==> src/rtl/celda_serial_cmp.sv <==
// Bit-serial magnitude comparator: scans captured operands MSB->LSB, one bit per clock.
// Optional CELDA_SERIAL_EARLY_EXIT_EN ends the scan on the first differing bit.
//
// state | meaning
// IDLE  | waiting for start; outputs hold the last result
// SCAN  | walking idx from WIDTH-1 down to 0, latching the first difference
// DONE  | one-cycle done pulse, result/diff_idx valid
module celda_serial_cmp #(
  parameter int WIDTH      = 8,
  parameter bit SIGNED_CMP = 1'b0
) (
  input  logic                     clk,
  input  logic                     rst,
  input  logic                     start,
  input  logic [WIDTH-1:0]         a,
  input  logic [WIDTH-1:0]         b,
  input  logic [1:0]               sel,
  output logic                     busy,
  output logic                     done,
  output logic                     result,
  output logic [$clog2(WIDTH)-1:0] diff_idx
);

  localparam int IW = $clog2(WIDTH);

`ifdef CELDA_SERIAL_EARLY_EXIT_EN
  localparam bit EARLY_EXIT = 1'b1;
`else
  localparam bit EARLY_EXIT = 1'b0;
`endif

  typedef enum logic [1:0] {
    IDLE = 2'd0,
    SCAN = 2'd1,
    DONE = 2'd2
  } state_t;

  typedef enum logic [1:0] {
    D_EQ = 2'd0,
    D_GT = 2'd1,
    D_LT = 2'd2
  } dec_t;

  state_t          state_q;
  logic [WIDTH-1:0] a_q;
  logic [WIDTH-1:0] b_q;
  logic [1:0]      sel_q;
  dec_t            dec_q;
  dec_t            dec_d;
  logic [IW-1:0]   idx_q;
  logic [IW-1:0]   fidx_q;
  logic            busy_q;
  logic            done_q;
  logic            result_q;
  logic [IW-1:0]   diff_idx_q;

  logic            bit_a;
  logic            bit_b;
  logic            inv;
  logic            hit;
  logic            last;

  function automatic logic mode_result(input logic [1:0] m, input dec_t d);
    case (m)
      2'b00:   return d != D_EQ;
      2'b01:   return d == D_GT;
      2'b10:   return d == D_LT;
      default: return d == D_EQ;
    endcase
  endfunction

  // In signed mode a set sign bit marks the smaller operand, so the
  // decision taken on the MSB is swapped.
  always_comb begin
    bit_a = a_q[idx_q];
    bit_b = b_q[idx_q];
    inv   = SIGNED_CMP && (idx_q == IW'(WIDTH - 1));
    hit   = (dec_q == D_EQ) && (bit_a != bit_b);
    dec_d = dec_q;
    if (hit) begin
      dec_d = (bit_a ^ inv) ? D_GT : D_LT;
    end
    last  = (idx_q == '0) || (EARLY_EXIT && hit);
  end

  always_ff @(posedge clk) begin
    if (rst) begin
      state_q    <= IDLE;
      a_q        <= '0;
      b_q        <= '0;
      sel_q      <= '0;
      dec_q      <= D_EQ;
      idx_q      <= '0;
      fidx_q     <= '0;
      busy_q     <= 1'b0;
      done_q     <= 1'b0;
      result_q   <= 1'b0;
      diff_idx_q <= '0;
    end else begin
      case (state_q)
        IDLE: begin
          done_q <= 1'b0;
          if (start) begin
            a_q     <= a;
            b_q     <= b;
            sel_q   <= sel;
            dec_q   <= D_EQ;
            idx_q   <= IW'(WIDTH - 1);
            fidx_q  <= '0;
            busy_q  <= 1'b1;
            state_q <= SCAN;
          end
        end
        SCAN: begin
          dec_q <= dec_d;
          if (hit) begin
            fidx_q <= idx_q;
          end
          if (last) begin
            // fidx_q stays 0 when no bit ever differed.
            result_q   <= mode_result(sel_q, dec_d);
            diff_idx_q <= hit ? idx_q : fidx_q;
            done_q     <= 1'b1;
            state_q    <= DONE;
          end else begin
            idx_q <= idx_q - 1'b1;
          end
        end
        DONE: begin
          done_q  <= 1'b0;
          busy_q  <= 1'b0;
          state_q <= IDLE;
        end
        default: begin
          done_q  <= 1'b0;
          busy_q  <= 1'b0;
          state_q <= IDLE;
        end
      endcase
    end
  end

  assign busy     = busy_q;
  assign done     = done_q;
  assign result   = result_q;
  assign diff_idx = diff_idx_q;

endmodule

==> config.mk <==
export PLATFORM = sky130hd
export DESIGN_NAME = celda_serial_cmp
export DESIGN_NICKNAME = d
export VERILOG_FILES = /design/src/rtl/celda_serial_cmp.sv
export SDC_FILE = /design/constraint.sdc
export NUM_CORES = 1
export LEC_CHECK = 0
export CAP_MARGIN = 20
export CORE_UTILIZATION = 25
export DETAILED_ROUTE_END_ITERATION = 7
export PLACE_DENSITY_LB_ADDON = 0.3
export SYNTH_ARGS = -nofsm -noshare
export SYNTH_HDL_FRONTEND = slang
export SYNTH_SLANG_ARGS = --single-unit
==> constraint.sdc <==
create_clock -name clk -period 4.2 [get_ports clk]
set_clock_uncertainty 0.15 [all_clocks]
set_input_delay 1.26 -clock clk [delete_from_list [all_inputs] [get_ports clk]]
set_output_delay 1.26 -clock clk [all_outputs]
set_load 0.01 [all_outputs]
==> results of run 1 <==
registers in the layout, summed over array words and instances, names as in the netlist:
name / count
result: 1
sel_q: 2
idx_q: 3
busy: 1
b_q: 8
state_q: 2
diff_idx: 3
a_q: 8
done: 1
dec_q: 2
fidx_q: 3
per-layer routing:
layer	routed length [um]	vias to the layer above	part of all wire (%)
li1	-	661	-
met1	1580	572	50
met2	1400	28	44
met3	146	6	4.6
met4	51	0	1.6
met5	0	-	0
final timing paths:
path         cells after the start  slack [ns]          end         from
min reg2reg                      2        0.31  diff_idx[2]  diff_idx[2]
max                              3        1.55     idx_q[0]          rst
max reg2reg                      6        1.77    fidx_q[2]     idx_q[0]
min                              2        0.31  diff_idx[2]  diff_idx[2]
critical path, cell delays in order:
cell and delay, ns:
clkdlybuf4s50_1 0.99, buf_4 0.33, a211oi_1 0.06
stage by stage:
step | cell area (um^2) | hold slack [ns] | util [%] | setup slack (ns)
final | 1970 | 0.307 | 33.1 | 1.55
after detailed placement | 1870 | 0.298 | 31.5 | 1.25
after CTS | 1970 | 0.309 | 33.1 | 1.56
after global placement | 1870 | 0.289 | 31.5 | 1.26
after global routing | 1970 | 0.328 | 33.1 | 1.49
after floorplan | 1560 | 0.283 | - | 1.99
power breakdown:
| group | internal (mW) | switching, mW | leakage (nW) | total (mW) |
|---|---|---|---|---|
| logic | 0.0779 | 0.0800 | 0.375 | 0.158 |
| registers | 0.345 | 0.0223 | 0.279 | 0.368 |
| clock network | 0.132 | 0.123 | 0.0472 | 0.255 |
| total | 0.555 | 0.226 | 0.701 | 0.781 |
layout make-up:
type	instances	area, um^2	area share (%)
Sequential cell	34	681	34.6
Tap cell	75	93.8	4.76
Timing Repair Buffer	29	283	14.4
Multi-Input combinational cell	129	798	40.5
Clock buffer	6	82.6	4.19
Clock inverter	2	12.5	0.635
Inverter	5	18.8	0.953
cells by family (layout without fill, tap and decap cells):
group / after synthesis / after routing
AO/OA/AOI/OAI: 35 / 35
multiplexers: 6 / 6
XOR/XNOR: 2 / 2
AND/OR/NAND/NOR: 81 / 81
adder cells (fa/ha/maj): 5 / 5
flip-flops: 34 / 34
buffers and inverters: 16 / 42
Yosys cell counts (3+ instances only):
cell,n
nand2_1,44
buf_6,3
nor2_1,11
nand4_1,3
inv_1,5
ha_1,5
a21oi_1,27
nand3_1,7
mux4_2,4
clkbuf_1,8
dfxtp_1,34
nor3_1,6
==> reports/metrics.yaml, run 1 <==
final.period_utilization_pct: 63.0
antenna_found_initial: 0
required_ns: 4.21
post_cts_hold_buffer_count: 0
insertion_delay_ns: 0.29
finalNonFillerCells: 280
place_congestion: 0.735
first_global_vias: 1220
fillerInstances: 650
floorplan.core_area_um2: 5960
synth-edff-count: 0
syn-cell-area_um2: 1560
largest_net_degree_at_the_start_of_global_routing: 25
tritoncts: "done"
start_kind: "primary input"
globalRouteMet2Util_pct: 17.6
antenna-diode-count: 0
number_of_distinct_library_cells_after_synthesis: 32
setup_viol: 0
synth_seq_area_share_pct: 43.7
yosys-mux-area-fraction_pct: 8.20
cts.root.buffer_cell: "clkbuf_8"
firstDrtPassIters: 4
fin_crit_ns: 2.65
detailedPlacementHpwl_um: 2170
routedWlPerCell_um: 11.4
synthesis.yosys.warnings: 0
fp.dieArea_um2: 6550
fp-row-count: 28
placedCellCount: 272
syn_area_per_cell_um2: 8.70
cts_resized: 0
gr-usage-met3_pct: 3.71
synth-async-reset-ratio_pct: 0
largest_family_of_logic_cells_by_synthesized_area: "simple AND/OR/NAND/NOR gates"
vdd.ir_drop.worst_mv: 0.159
vias_per_cell: 4.53
compound_cell_area_share_of_the_yosys_netlist_pct: 13.0
mostFrequentLayoutCells: "nand2_1, dfxtp_1, a21oi_1"
drive_above_1_share_pct: 11.2
setup.worst_path.class: "primary input to flop"
power_dens_cells_nw_per_um2: 396
routed-via-count: 1267
timing_max_transition_violations_final: 0
synth_seq_cells: 34
final_antenna_net_count: 0
global_route.usage.met1_pct: 14.2
ys.flop_type: "dfxtp_1"
synth_nets: 205
leakagePower_nw: 0.701
drv.max_cap_violation_count: 0
drt-initial-drc-count: 35
yosys.area_share.xor_xnor_pct: 2.33
synthesis.instances: 179
boundary_pin_count: 27
clock_sinks: 34
totalNegativeSetupSlack_ns: 0
path_max_fanout: 21
fmax_mhz: 378
synth_area_in_simple_gates_pct: 23.4
run_status: "finished clean"
layout_commonest_cell: "nand2_1"
holdCritPathClass: "flop to flop"
drt_drc_violations_left: 0
yosysTopAreaCellShare_pct: 43.7
worstSetupEndpointType: "flop"
cts-root-to-sink-buffers: 2
final_hold_viol_count: 0
synth_top_cell_by_area: "dfxtp_1"
synth_area_leaders: "dfxtp_1, nand2_1, a21oi_1, mux4_2, ha_1"
globalRouteOverflowTotal: 0
fin_total_pwr_mw: 0.781
wirelength_um: 3180
cts.clk_slew.worst_paths_ns: 0.07
cts_inserted_buffers: 5
number_of_levels_the_h_tree_was_split_into: 2
grt-busiest-layer: "met2"
max_slew.worst_pin.slew_ns: 0.802
synth-adder-area-share_pct: 4.02
grt_usage_pct: 11.3
synthToLayoutAreaGrowth_pct: 26.5
nNetsFinal: 230
chipWidth_um: 80.9
timing.critical_path.arrival_ns: 2.66
start_util_pct: 26.1
placement.io_buffers: 26
cts.repair_timing.setup_buffer_count: 0
worst_slew_margin_rel_pct: 46.3
setup_repair_after_global_routing_missed_its_margin: "no"
die-height_um: 80.9
grt_first_pass_wirelength_um: 5600
No activity file was read; power rests on OpenSTA's default activity.
==> run 2: changes to the inputs <==
- clock period: 4.2 -> 2.6 ns (I/O delays scaled with it)
==> reports/metrics.yaml, run 2 (same netlist as run 1, synthesis figures left out) <==
cts-root-to-sink-buffers: 2  # unchanged
totalNegativeSetupSlack_ns: 0  # unchanged
grt_usage_pct: 11.6  # +0.31 points
final_hold_viol_count: 0  # unchanged
fp-row-count: 28  # unchanged
path_max_fanout: 5  # -76%
holdCritPathClass: "flop to flop"
cts.repair_timing.setup_buffer_count: 0  # unchanged
cts_resized: 0  # unchanged
max_slew.worst_pin.slew_ns: 0.544  # -0.258 ns
placedCellCount: 274  # +0.74%
slowest_stage: "mux4_2"
final.period_utilization_pct: 87.5
clock_sinks: 34  # unchanged
antenna_found_initial: 0  # unchanged
worst_setup_path_startpoint: "idx_q[0]"
largest_net_degree_at_the_start_of_global_routing: 26  # +4.0%
mostFrequentLayoutCells: "nand2_1, dfxtp_1, a21oi_1"
r2r_setup_slack_ns: 0.32  # -1.45 ns
start_util_pct: 26.1  # unchanged
finalNonFillerCells: 281  # +0.36%
vias_per_cell: 4.54  # +0.43%
r2r-end: "result"
final_antenna_net_count: 0  # unchanged
insertion_delay_ns: 0.29  # about the same
postPlaceCellArea_um2: 1910  # +2.1%
leakagePower_nw: 0.730  # +4.1%
run_status: "finished clean"
worstSetupEndpointType: "flop"
wirelength_um: 3210  # +0.82%
routed-via-count: 1277  # +0.79%
timing_max_transition_violations_final: 0  # unchanged
worst_hold_path.endpoint: "diff_idx[2]"
setup_viol: 0  # unchanged
holdWs_ns: 0.304  # -0.00289 ns
worst_hold_startpoint: "diff_idx[2]"
detailedPlacementHpwl_um: 2280  # +4.8%
cp_num_buf_inv: 0  # -2
drive_above_1_share_pct: 11.7  # +0.43 points
globalRouteOverflowTotal: 0  # unchanged
min_delay_path_depth: 2  # unchanged
boundary_pin_count: 27  # unchanged
power_dens_cells_nw_per_um2: 671  # +69%
cts_inserted_buffers: 5  # unchanged
place_congestion: 0.725  # -1.3%
cts.root.buffer_cell: "clkbuf_8"
layout_commonest_cell: "nand2_1"
number_of_levels_the_h_tree_was_split_into: 2  # unchanged
worst_slew_margin_rel_pct: 63.6  # +17 points
antenna-diode-count: 0  # unchanged
tritoncts: "done"
drt-initial-drc-count: 87  # +150%
timing.critical_path.arrival_ns: 2.33  # -0.33 ns
required_ns: 2.66  # -1.55 ns
fin_total_pwr_mw: 1.36  # +74%
setup.worst_path.class: "flop to flop"
timing.critical_path.max_delay_family: "multiplexers"
first_global_vias: 1216  # -0.33%
vdd.ir_drop.worst_mv: 0.291  # +83%
drv.max_cap_violation_count: 0  # unchanged
crit_path_max_incr_delay_ns: 0.57  # -0.42 ns
die-height_um: 80.9  # unchanged
r2r_start: "idx_q[0]"
firstDrtPassIters: 4  # unchanged
fillerInstances: 626  # -3.7%
cts.clk_slew.worst_paths_ns: 0.07  # about the same
rr_worst_depth: 6  # unchanged
synthToLayoutAreaGrowth_pct: 30.2
grt_first_pass_wirelength_um: 5710  # +2.1%
layout_top_registers: "a_q x8, b_q x8"
chipWidth_um: 80.9  # unchanged
fmax_mhz: 439
post_cts_hold_buffer_count: 0  # unchanged
placement.io_buffers: 26  # unchanged
fp.dieArea_um2: 6550  # unchanged
routedWlPerCell_um: 11.4  # +0.46%
critical_path.cell_chain: "mux4_2, mux2i_4, nor3_2, or3_1, o311a_1, a211oi_2"
fin_crit_ns: 2.28
nNetsFinal: 232  # +0.87%
finalInstanceArea_um2: 2030  # +2.9%
setup_repair_after_global_routing_missed_its_margin: "no"
start_kind: "flop"
drt_drc_violations_left: 0  # unchanged
floorplan.core_area_um2: 5960  # unchanged
run 2: cell count changes in the layout (fill, tap and decap cells not counted), sizes merged:
| cell | previous run | this run |
|---|---|---|
| buf | 3 | 5 |
| clkinvlp | 1 | 0 |
| bufinv | 0 | 1 |
| clkinv | 1 | 0 |
run 2: power breakdown:
| group | total (mW) | internal [mW] | switching [mW] |
|---|---|---|---|
| combinational | 0.266 | 0.135 | 0.131 |
| clock | 0.501 | 0.307 | 0.195 |
| sequential | 0.592 | 0.558 | 0.0338 |
| total | 1.36 | 1.00 | 0.360 |
run 2: how the worst max path moves through the flow:
stage / endpoint / cells past startpoint
floorplan: result / 7
global placement: idx_q[0] / 5
detailed placement: fidx_q[2] / 6
CTS: result / 6
global route: fidx_q[2] / 6
finish: result / 6
run 2: final cells by class:
type | instances | area [um^2] | share of cell area (%)
clock inverters | 1 | 30.0 | 1.48
well taps | 75 | 93.8 | 4.63
clock buffers | 6 | 82.6 | 4.07
multi-input cells | 129 | 798 | 39.4
repair buffers | 31 | 323 | 15.9
flip-flops and latches | 34 | 681 | 33.6
inverters | 5 | 18.8 | 0.926
run 2: through the flow:
stage / util [%] / setup WS, ns
2_1_floorplan: - / 0.497
3_3_place_gp: 32.1 / 0.291
3_5_place_dp: 32.1 / 0.333
4_1_cts: 34.0 / 0.294
5_1_grt: 34.0 / 0.179
6_report: 34.0 / 0.324
run 2: metal layers:
layer | wire length, um | track usage, %
met3 | 191 | 3.71
met1 | 1530 | 14.8
met5 | 0 | 0
met2 | 1420 | 17.7
met4 | 63 | 5.36
run 2: worst reg2reg max path, stage by stage (launching register included):
cell      delay [ns]
dfxtp_1         0.49
mux4_2          0.57
mux2i_4         0.28
nor3_2          0.09
or3_1           0.35
o311a_1         0.14
a211oi_2        0.13
==> run 3: changes to the inputs <==
- CORE_UTILIZATION: 25 -> 45
- SETUP_SLACK_MARGIN: default -> 0.2
==> reports/metrics.yaml, run 3 (same netlist as run 1, synthesis figures left out) <==
antenna-diode-count: 0  # unchanged
fp.dieArea_um2: 3700  # -44%
grt_usage_pct: 19.0  # +7.3 points
start_kind: "flop"
globalRouteOverflowTotal: 0  # unchanged
final_antenna_net_count: 0  # unchanged
synthToLayoutAreaGrowth_pct: 22.3
die-height_um: 60.8  # -25%
fmax_mhz: 448  # +1.9%
mostFrequentLayoutCells: "nand2_1, dfxtp_1, a21oi_1"
cts-root-to-sink-buffers: 2  # unchanged
setup_viol: 0  # unchanged
setup_repair_after_global_routing_missed_its_margin: "no"
firstDrtPassIters: 4  # unchanged
power_dens_cells_nw_per_um2: 597  # -11%
tritoncts: "done"
routed-via-count: 1301  # +1.9%
worst_slew_margin_rel_pct: 63.3  # -0.30 points
antenna_found_initial: 0  # unchanged
number_of_levels_the_h_tree_was_split_into: 2  # unchanged
run_status: "finished clean"
timing_max_transition_violations_final: 0  # unchanged
fin_crit_ns: 2.23  # -0.0423 ns
worstSetupEndpointType: "flop"
drt_drc_violations_left: 0  # unchanged
final_core_util_pct: 59.9  # +26 points
vias_per_cell: 5.22  # +15%
cp_num_buf_inv: 0  # unchanged
largest_net_degree_at_the_start_of_global_routing: 17  # -35%
required_ns: 2.68  # +0.02 ns
detailedPlacementHpwl_um: 2240  # -1.7%
crit_path_max_incr_delay_ns: 0.54  # -0.03 ns
timing.critical_path.arrival_ns: 2.31  # -0.02 ns
grt_first_pass_wirelength_um: 5040  # -12%
floorplan.core_area_um2: 3180  # -47%
drive_above_1_share_pct: 11.7  # +0.057 points
max_slew.worst_pin.slew_ns: 0.548  # +0.00446 ns
vdd.ir_drop.worst_mv: 0.342  # +18%
slowest_stage: "mux4_2"
timing.critical_path.max_delay_family: "multiplexers"
wirelength_um: 2920  # -9.0%
routedWlPerCell_um: 11.7  # +2.7%
start_util_pct: 49.0  # +23 points
cts_resized: 0  # unchanged
leakagePower_nw: 0.694  # -4.9%
final_hold_viol_count: 0  # unchanged
crit_path_frequent_cell: "nand3_1"
cts.clk_slew.worst_paths_ns: 0.09  # +0.02 ns
chipWidth_um: 60.8  # -25%
place_congestion: 0.728  # +0.43%
layout_commonest_cell: "nand2_1"
clock_sinks: 34  # unchanged
nNetsFinal: 232  # unchanged
fp-row-count: 20  # -29%
critical_path.cell_chain: "mux4_2, mux2_4, xnor2_4, nand3_1, nand3_1, a21oi_1"
totalNegativeSetupSlack_ns: 0  # unchanged
insertion_delay_ns: 0.33  # +0.04 ns
path_max_fanout: 9  # +4
first_global_vias: 1208  # -0.66%
drt-initial-drc-count: 34  # -61%
post_cts_hold_buffer_count: 0  # unchanged
drv.max_cap_violation_count: 0  # unchanged
setup.worst_path.class: "flop to flop"
final.period_utilization_pct: 85.9  # -1.6 points
holdCritPathClass: "flop to flop"
boundary_pin_count: 27  # unchanged
cts.root.buffer_cell: "clkbuf_4"
cts.repair_timing.setup_buffer_count: 0  # unchanged
cts_inserted_buffers: 5  # unchanged
placement.io_buffers: 26  # unchanged
layout_top_registers: "a_q x8, b_q x8"
run 3: metrics by stage:
stage / instance area [um^2] / setup WS [ns] / power [mW] / std cells / hold WS (ns)
2_1_floorplan: 1560 / 0.497 / 0.786 / 179 / 0.283
3_3_place_gp: 1850 / 0.260 / 0.854 / 243 / 0.290
3_5_place_dp: 1850 / 0.227 / 0.864 / 243 / 0.302
4_1_cts: 1900 / 0.203 / 1.15 / 249 / 0.315
5_1_grt: 1900 / 0.232 / 1.21 / 249 / 0.331
6_report: 1900 / 0.366 / 1.14 / 249 / 0.313
run 3: layout make-up:
cell class              count  area (um^2)
multi-input cells         129          798
clock buffers               6         51.3
well taps                  44         55.1
inverters                   5         18.8
repair buffers             31          298
fillers                   298         1270
flip-flops and latches     34          682
run 3: worst register-to-register path: cells and delay by family (launching register included):
| kind | cells | cell delay [ns] |
|---|---|---|
| multiplexers | 2 | 0.86 |
| flip-flops | 1 | 0.47 |
| AND/OR/NAND/NOR | 2 | 0.32 |
| XOR/XNOR | 1 | 0.26 |
| AO/OA/AOI/OAI | 1 | 0.08 |
run 3: path summary, 6_finish.rpt:
check	start	end	cells past startpoint	slack, ns
setup / recovery	idx_q[0]	fidx_q[1]	6	0.37
hold / removal	diff_idx[2]	diff_idx[2]	2	0.31
setup reg to reg	idx_q[0]	fidx_q[1]	6	0.37
hold reg to reg	diff_idx[2]	diff_idx[2]	2	0.31
run 3: report_power, final:
part,internal [mW],switching (mW)
Combinational,0.129,0.128
Sequential,0.558,0.0350
Clock,0.122,0.164
run 3: layer usage:
| metal | vias up | global-route usage [%] | part of all wire [%] | wire length [um] |
|---|---|---|---|---|
| li1 | 663 | - | - | - |
| met1 | 605 | 20.8 | 45 | 1300 |
| met2 | 26 | 33.0 | 49 | 1440 |
| met3 | 7 | 5.76 | 4.2 | 124 |
| met4 | 0 | 9.74 | 1.7 | 51 |
| met5 | - | 0 | 0 | 0 |
